<file path="src/rtl/serial_channel_receiver.sv">
// Serial frame receiver: start, address, length, data bits, stop.
// Data bits are forwarded with a one-hot per-channel valid.
module serial_channel_receiver #(
    parameter int ADDR_W = 2,
    parameter int LEN_W  = 4,
    localparam int NCH   = 2 ** ADDR_W
) (
    input  logic              clk,
    input  logic              rst,
    input  logic              clkEn,
    input  logic              SerIn,
    output logic              SerOut,
    output logic [NCH-1:0]    SerOutValid,
    output logic [ADDR_W-1:0] ChAddr,
    output logic              Busy,
    output logic              Done,
    output logic              FrameErr
);

    localparam int BW = (ADDR_W > LEN_W) ? ADDR_W : LEN_W;

    typedef enum logic [2:0] {
        IDLE,
        ADDR,
        LEN,
        DATA,
        STOP,
        DONE
    } state_t;

    state_t            state;
    logic [BW-1:0]     bitcnt;
    logic [ADDR_W-1:0] addr_sr;
    logic [ADDR_W-1:0] addr_nx;
    logic [LEN_W-1:0]  len_sr;
    logic [LEN_W-1:0]  len_nx;
    logic [LEN_W-1:0]  datacnt;

    // Field value including the bit on the line this tick (MSB first).
    assign addr_nx = (addr_sr << 1) | ADDR_W'(SerIn);
    assign len_nx  = (len_sr << 1) | LEN_W'(SerIn);

    // Data forwarding is a pure decode of the current state and tick.
    assign SerOut      = (state == DATA) ? SerIn : 1'b0;
    assign SerOutValid = (state == DATA && clkEn) ? (NCH'(1) << ChAddr) : '0;

    // Frame FSM; Done/FrameErr/Busy are registered alongside the state.
    always_ff @(posedge clk or negedge rst) begin
        if (!rst) begin
            state    <= IDLE;
            bitcnt   <= '0;
            addr_sr  <= '0;
            len_sr   <= '0;
            datacnt  <= '0;
            ChAddr   <= '0;
            Busy     <= 1'b0;
            Done     <= 1'b0;
            FrameErr <= 1'b0;
        end else begin
            Done     <= 1'b0;
            FrameErr <= 1'b0;
            unique case (state)
                IDLE: begin
                    if (clkEn && !SerIn) begin
                        state   <= ADDR;
                        bitcnt  <= '0;
                        addr_sr <= '0;
                        len_sr  <= '0;
                        Busy    <= 1'b1;
                    end
                end
                ADDR: begin
                    if (clkEn) begin
                        addr_sr <= addr_nx;
                        if (bitcnt == BW'(ADDR_W - 1)) begin
                            ChAddr <= addr_nx;
                            bitcnt <= '0;
                            state  <= LEN;
                        end else begin
                            bitcnt <= bitcnt + BW'(1);
                        end
                    end
                end
                LEN: begin
                    if (clkEn) begin
                        len_sr <= len_nx;
                        if (bitcnt == BW'(LEN_W - 1)) begin
                            datacnt <= len_nx;
                            state   <= (len_nx == '0) ? STOP : DATA;
                        end else begin
                            bitcnt <= bitcnt + BW'(1);
                        end
                    end
                end
                DATA: begin
                    if (clkEn) begin
                        datacnt <= datacnt - LEN_W'(1);
                        if (datacnt == LEN_W'(1)) begin
                            state <= STOP;
                        end
                    end
                end
                STOP: begin
                    if (clkEn) begin
                        Done     <= 1'b1;
                        FrameErr <= ~SerIn;
                        state    <= DONE;
                    end
                end
                DONE: begin
                    Busy  <= 1'b0;
                    state <= IDLE;
                end
                default: begin
                    state <= IDLE;
                    Busy  <= 1'b0;
                end
            endcase
        end
    end

endmodule

</file>
<file path="config.mk">
export PLATFORM = sky130hd
export DESIGN_NAME = serial_channel_receiver
export DESIGN_NICKNAME = d
export VERILOG_FILES = /design/src/rtl/serial_channel_receiver.sv
export SDC_FILE = /design/constraint.sdc
export NUM_CORES = 1
export LEC_CHECK = 0
export BUFFER_PORTS_ARGS = -buffer_cell sky130_fd_sc_hd__buf_2
export CORE_MARGIN = 8
export CORE_UTILIZATION = 50
export CTS_BUF_LIST = sky130_fd_sc_hd__clkbuf_4 sky130_fd_sc_hd__clkbuf_8 sky130_fd_sc_hd__clkbuf_16
export CTS_CLUSTER_DIAMETER = 60
export DETAILED_ROUTE_END_ITERATION = 7
export PLACE_DENSITY = 0.78
export SLEW_MARGIN = 40
export SYNTH_ARGS = -nofsm -noshare
export SYNTH_HDL_FRONTEND = slang
export SYNTH_SLANG_ARGS = --single-unit
</file>
<file path="constraint.sdc">
create_clock -name clk -period 3.3 [get_ports clk]
set_clock_uncertainty 0.15 [all_clocks]
set_input_delay 0.66 -clock clk [delete_from_list [all_inputs] [get_ports clk]]
set_output_delay 0.66 -clock clk [all_outputs]
set_load 0.01 [all_outputs]
</file>
Word level (Yosys, flattened, before mapping)
Index checks and enable logic that the tools add are counted.

cells by class
  add/subtract/negate cells = 2
  multiply operators = 0
  divide/modulo/power cells = 0
  magnitude comparators = 0
  eq/ne operators = 16
  shift-type cells = 1
  mux-type cells = 33
  bitwise gates (word level) = 4
  reduce and logical (&&, ||, !) cells = 17

operators by type and width
  operator                                          count
  2-to-1 mux 4 bit                                  9
  2-to-1 mux 3 bit                                  10
  inequality test 2 bit, second input constant      8
  one-hot mux 3 bit (5 select lines)                1
  one-hot mux 4 bit (3 select lines)                1
  AND reduction 3 bit                               3
  == test 4 x 1 -> 1 bit, second input constant     2
  2-to-1 mux 1 bit                                  8
  one-hot mux 4 bit (2 select lines)                1
  AND reduction 8 bit                               1
  == test 3 x 2 -> 1 bit, second input constant     2
  one-hot mux 3 bit (2 select lines)                1
  nonzero test 2 bit                                3
  AND reduction 5 bit                               1
  adder 4 x 1 -> 4 bit, second input constant       1
  == test 4 x 2 -> 1 bit, second input constant     1
  logical NOT 4 bit                                 1
  OR 4 x 1 -> 4 bit                                 1
  one-hot mux 1 bit (2 select lines)                2
  AND reduction 4 bit                               1
  OR reduction 4 bit                                1
  left shift 1 x 2 -> 4 bit, first input constant   1
  subtractor 4 x 1 -> 4 bit, second input constant  1
  == test 3 x 1 -> 1 bit, second input constant     1
  other kinds (9)                                   11

storage, ports and cells
  register bits after elaboration = 20
  latch bits = 0
  memory bits (writable) = 0
  ROM bits = 0
  input bits = 4
  output and inout port bits = 10
  logic and storage cells = 82
  memories = 0

Longest topological paths before layout
  depth in word-level cells = 6
  depth in mapped cells = 6
  gate-level depth less buffers = 6

Worst setup path before layout
Ideal clock, no wire load.

  path type = input -> register
  start point = input port clkEn
  end point = register bitcnt[3]
  library setup time = 0.087 ns
  data arrival time = 1.725 ns
  required time = 3.063 ns
  path slack = 1.338 ns
  stages = 5
  path buffers = 1
  cells stage by stage = buf_4 and4bb_2 a32oi_2 or4_1 o211ai_1

on the way
  word-level cells in the longest chain between the ends = 3
  elaborated cells between the ends (all ways) = 5
  those cells by class = 3 x eq/ne; 2 x reduce/logical

ends and longest elaborated chain
  element                            line  source
  start, declared                    10    input logic clkEn,
  logical AND 1 bit                  64    if (clkEn && !SerIn) begin
  inequality test 2 bit (no line)    n/a
  AND reduction 5 bit (no line) (*)  n/a
  end signal, assigned               80    bitcnt <= bitcnt + BW'(1);
  end signal, assigned               91    bitcnt <= bitcnt + BW'(1);
  end, declared                      32    logic [BW-1:0] bitcnt;

Mark *: on every way between the ends. The rest lies on a longest branch, timed or not.
A chain may end at the register's enable or synchronous reset.

Worst setup path after layout
  start point = register state[0]
  end point = output port SerOutValid[0]

on the way
  word-level cells in the longest chain between the ends = 3

ends and longest elaborated chain
  element                 line  source
  start, declared         31    state_t state;
  start signal, assigned  89    state <= (len_nx == '0) ? STOP : DATA;
  == test 3 x 2 -> 1 bit  45    assign SerOutValid = (state == DATA && clkEn) ? (NCH'(1) << ChAddr) : '0;
  logical AND 1 bit       45
  2-to-1 mux 4 bit        45
  end, declared           13    output logic [NCH-1:0] SerOutValid,

No other way between the ends.

==> impl_results.md <==
* Sum of routed wire length over all layers at 2288 microns
* RSZ-0062 raised after global routing: false
* Tightest Hold Check Type: primary input to async pin
* Post-Synthesis Cells at around 120
* Antenna violations before repair at 0
* Number of H-tree branching levels at 1
* Sequential cell area fraction in the yosys report at 0.4357
* Cell leakage power at 0.5755 nW
* Data required time at the worst endpoint at 2.49 ns
* Sum of overflow across all layers after global routing at 0
* Antenna viol nets, final at 0
* Transition time of the tightest slew-check pin at between 0.5 and 0.6 ns
* Total negative setup slack at 0 ns
* Syn Nets at 130
* Period minus WS final at 2.401 ns
* Clock tree from TritonCTS: built
* Result of the run: complete, no violations
* Number of synthesized flops with an enable pin at 0
* Layout area overhead at 9.695%
* Final WS setup at 0.8986 ns
* Cell with the biggest individual delay on the critical path: sky130_fd_sc_hd__dfrtp_1
* Max-slew violation count at 0
* #FFs+latches synth at 20
* Sort of element at the end of the critical path: primary output
* Area of the placeable core at 2191 sq um
* Final instance count without filler cells at ~160
* Worst ir drop on vdd at 0.0004547 V
* Tightest slew margin relative to the limit at 0.6307
* Share of synthesized flip-flops with an asynchronous set or reset at 1.000
* Maximum number of pins on one net before global-route repair at 21
* Vias in the first global route at 886
* Signal arrival time at the worst endpoint at 1.59 ns
* Cell at the root of the clock tree: sky130_fd_sc_hd__clkbuf_4
* CTS sink cnt at 20
* Global-route wire length before repair at 3919 microns
* Initial core utilization at 0.5243
* N_diodes at 0
* DIE AREA at 4087 sq um
* Via count at 962
* Clock edge transition at the registers on the reported setup and hold paths at 0.12 ns
* Count of max-cap constraint violations at 0
* CP Cell Sequence: and3b_1 -> nand2_1 -> nor3_1 -> buf_2
* Total of hold buffers inserted after clock tree synthesis at 0
* Net count reported at finish at 143
* Max frequency at between 0.4 and 0.5 GHz
* Library cells used by synthesis at 41
* Fraction of the cycle the final worst path needs at 0.7277
* Number of buffers between clock root and the deepest sink at 2
* Global-route usage over all layers at 0.1170
* Pwr dens at 919.1 nW/um^2
* Number of core rows at 17
* Final hold violations at 0
* Top FF cell, synth: sky130_fd_sc_hd__dfrtp_1
* IO Port Bufs at 13
* Synth warnings at 0
* Post-CTS setup buffers at 0
* Skew-Pair Late Insertion Delay at 0.30 ns
* Final setup violating endpoints at 0
* Highest fanout seen on the critical path at 15
* Post-route cell area at 1260 sq um
* Remaining design rule violation count at 0
* # IOs at 14
* Wire length per cell after detailed routing at about 14 microns
* Number of DRC markers after the initial detailed-route iteration at 61
* Final HPWL DP at 1632 microns
* Setup crit start kind: flip-flop
* Worst path max stage delay at 0.62 ns
* Path type of the worst setup path: flip-flop to primary output
* Quantity of gates resized following cts at 0
* Placer congestion estimate at a little over 0.8
* Layout cells sized above 1 at 0.1716
* Chip width at 63.93 microns
* Average footprint of a synthesized cell at ~9.4 sq um
* Average via count per standard cell at between 5 and 6
* Placement Cell Area at around 1200 sq um
* Vertical die dimension at 63.93 microns
* Placed Cells incl. Taps at 158
* Synthesized area at ~1100 sq um
* Pre-Repair DR Iteration Count at 4
* CTS buffer count at 3
* Setup slack at placement at 1.193 ns
[synth_stat cells (2+ instances only)]
cell / n / area [sq um]
sky130_fd_sc_hd__ha_1: 4 / 50.05
sky130_fd_sc_hd__dfrtp_1: 20 / 500.5
sky130_fd_sc_hd__mux2_2: 2 / 22.52
sky130_fd_sc_hd__nor3_1: 3 / 15.01
sky130_fd_sc_hd__nor2_1: 10 / 37.54
sky130_fd_sc_hd__o21ai_0: 7 / 35.03
sky130_fd_sc_hd__a21o_1: 2 / 15.01
sky130_fd_sc_hd__nor3b_1: 4 / 30.03
sky130_fd_sc_hd__nand3b_1: 2 / 15.01
sky130_fd_sc_hd__o211ai_1: 2 / 15.01
sky130_fd_sc_hd__inv_1: 5 / 18.77
sky130_fd_sc_hd__a21oi_1: 4 / 20.02
sky130_fd_sc_hd__nand2_1: 10 / 37.54
sky130_fd_sc_hd__o32a_1: 3 / 30.03
sky130_fd_sc_hd__buf_2: 2 / 10.01
sky130_fd_sc_hd__clkbuf_1: 2 / 7.510
sky130_fd_sc_hd__a22o_1: 2 / 17.52
sky130_fd_sc_hd__o21ai_1: 4 / 20.02
sky130_fd_sc_hd__or3_1: 4 / 25.02
sky130_fd_sc_hd__nand2b_1: 6 / 37.54
sky130_fd_sc_hd__and2_1: 3 / 18.77
sky130_fd_sc_hd__nand3_1: 2 / 10.01
[final timing paths]
kind | from | endpoint | slack, ns | depth (start not counted)
setup / recovery | state[0] | SerOutValid[0] | 0.90 | 4
setup reg to reg | state[0] | bitcnt[3] | 1.31 | 4
hold / removal | rst | state[2] | 0.13 | 1
max in group asynchronous | rst | len_sr[2] | 2.55 | 1
hold reg to reg | Busy | Busy | 0.36 | 2
min in group clk | Busy | Busy | 0.36 | 2
[sequential cells by signal (all words and copies together), names as in the netlist]
register	count
bitcnt	4
datacnt	4
len_sr	3
state	3
ChAddr	2
Busy	1
Done	1
FrameErr	1
addr_sr	1
[cell usage in the layout, fill, tap and decap left out, types with 2 or more instances in the layout]
cell / n
sky130_fd_sc_hd__a21o_1: 2
sky130_fd_sc_hd__buf_2: 13
sky130_fd_sc_hd__nand3b_1: 2
sky130_fd_sc_hd__o21ai_1: 4
sky130_fd_sc_hd__clkbuf_4: 3
sky130_fd_sc_hd__nor3_1: 3
sky130_fd_sc_hd__inv_1: 5
sky130_fd_sc_hd__mux2_2: 2
sky130_fd_sc_hd__nand2b_1: 6
sky130_fd_sc_hd__and2_1: 3
sky130_fd_sc_hd__ha_1: 4
sky130_fd_sc_hd__nor3b_1: 4
sky130_fd_sc_hd__or3_1: 4
sky130_fd_sc_hd__nand3_1: 2
sky130_fd_sc_hd__nor2_1: 10
sky130_fd_sc_hd__o32a_1: 3
sky130_fd_sc_hd__dfrtp_1: 20
sky130_fd_sc_hd__a21oi_1: 4
sky130_fd_sc_hd__a22o_1: 2
sky130_fd_sc_hd__o21ai_0: 7
sky130_fd_sc_hd__nand2_1: 10
sky130_fd_sc_hd__o211ai_1: 2
[metal layers]
| metal | GRT usage | share of wire |
|---|---|---|
| met5 | 0 | 0 |
| met4 | 0.05014 | 0.017 |
| met3 | 0.03659 | 0.065 |
| met2 | 0.1920 | 0.48 |
| met1 | 0.1374 | 0.44 |
[cell families (layout without fill, tap and decap cells)]
group | count (synthesis) | count (layout) | share of synthesized area
buf+inv | 10 | 22 | 0.03813
fa+ha+maj | 4 | 4 | 0.04357
simple gates | 54 | 54 | 0.2658
mux | 2 | 2 | 0.01961
flops | 20 | 20 | 0.4357
compound gates | 32 | 32 | 0.1972
[cell type report]
type                            count  area [sq um]
Sequential cell                    20         500.5
Inverter                            5         18.77
Tap cell                           28         35.03
Timing Repair Buffer               13         65.06
Multi-Input combinational cell     92         604.3
Fill cell                         196         930.9
Clock buffer                        4         36.28
[critical path: cells and delay by family, from the launching register on]
kind,cells,cell delay (ns)
buf+inv,1,0.16
flops,1,0.62
simple gates,3,0.51
[report_power, final]
part	leakage [nW]	switching [W]	total, W	internal, W
logic	0.303	0.000287	0.000536	0.000249
clock network	0.0210	0.0000771	0.000144	0.0000673
registers	0.252	0.000133	0.000477	0.000344
total	0.575	0.000497	0.00116	0.000661
[per-stage QoR]
stage | util | total power (W) | hold slack [ns]
2_1_floorplan | - | 0.0008843 | 0.2144
3_3_place_gp | 0.5585 | 0.0009910 | 0.3327
3_5_place_dp | 0.5585 | 0.001012 | 0.3396
4_1_cts | 0.5751 | 0.001163 | 0.1495
5_1_grt | 0.5751 | 0.001260 | 0.1633
6_report | 0.5751 | 0.001158 | 0.1315
Power figures use the tool's default switching activity.
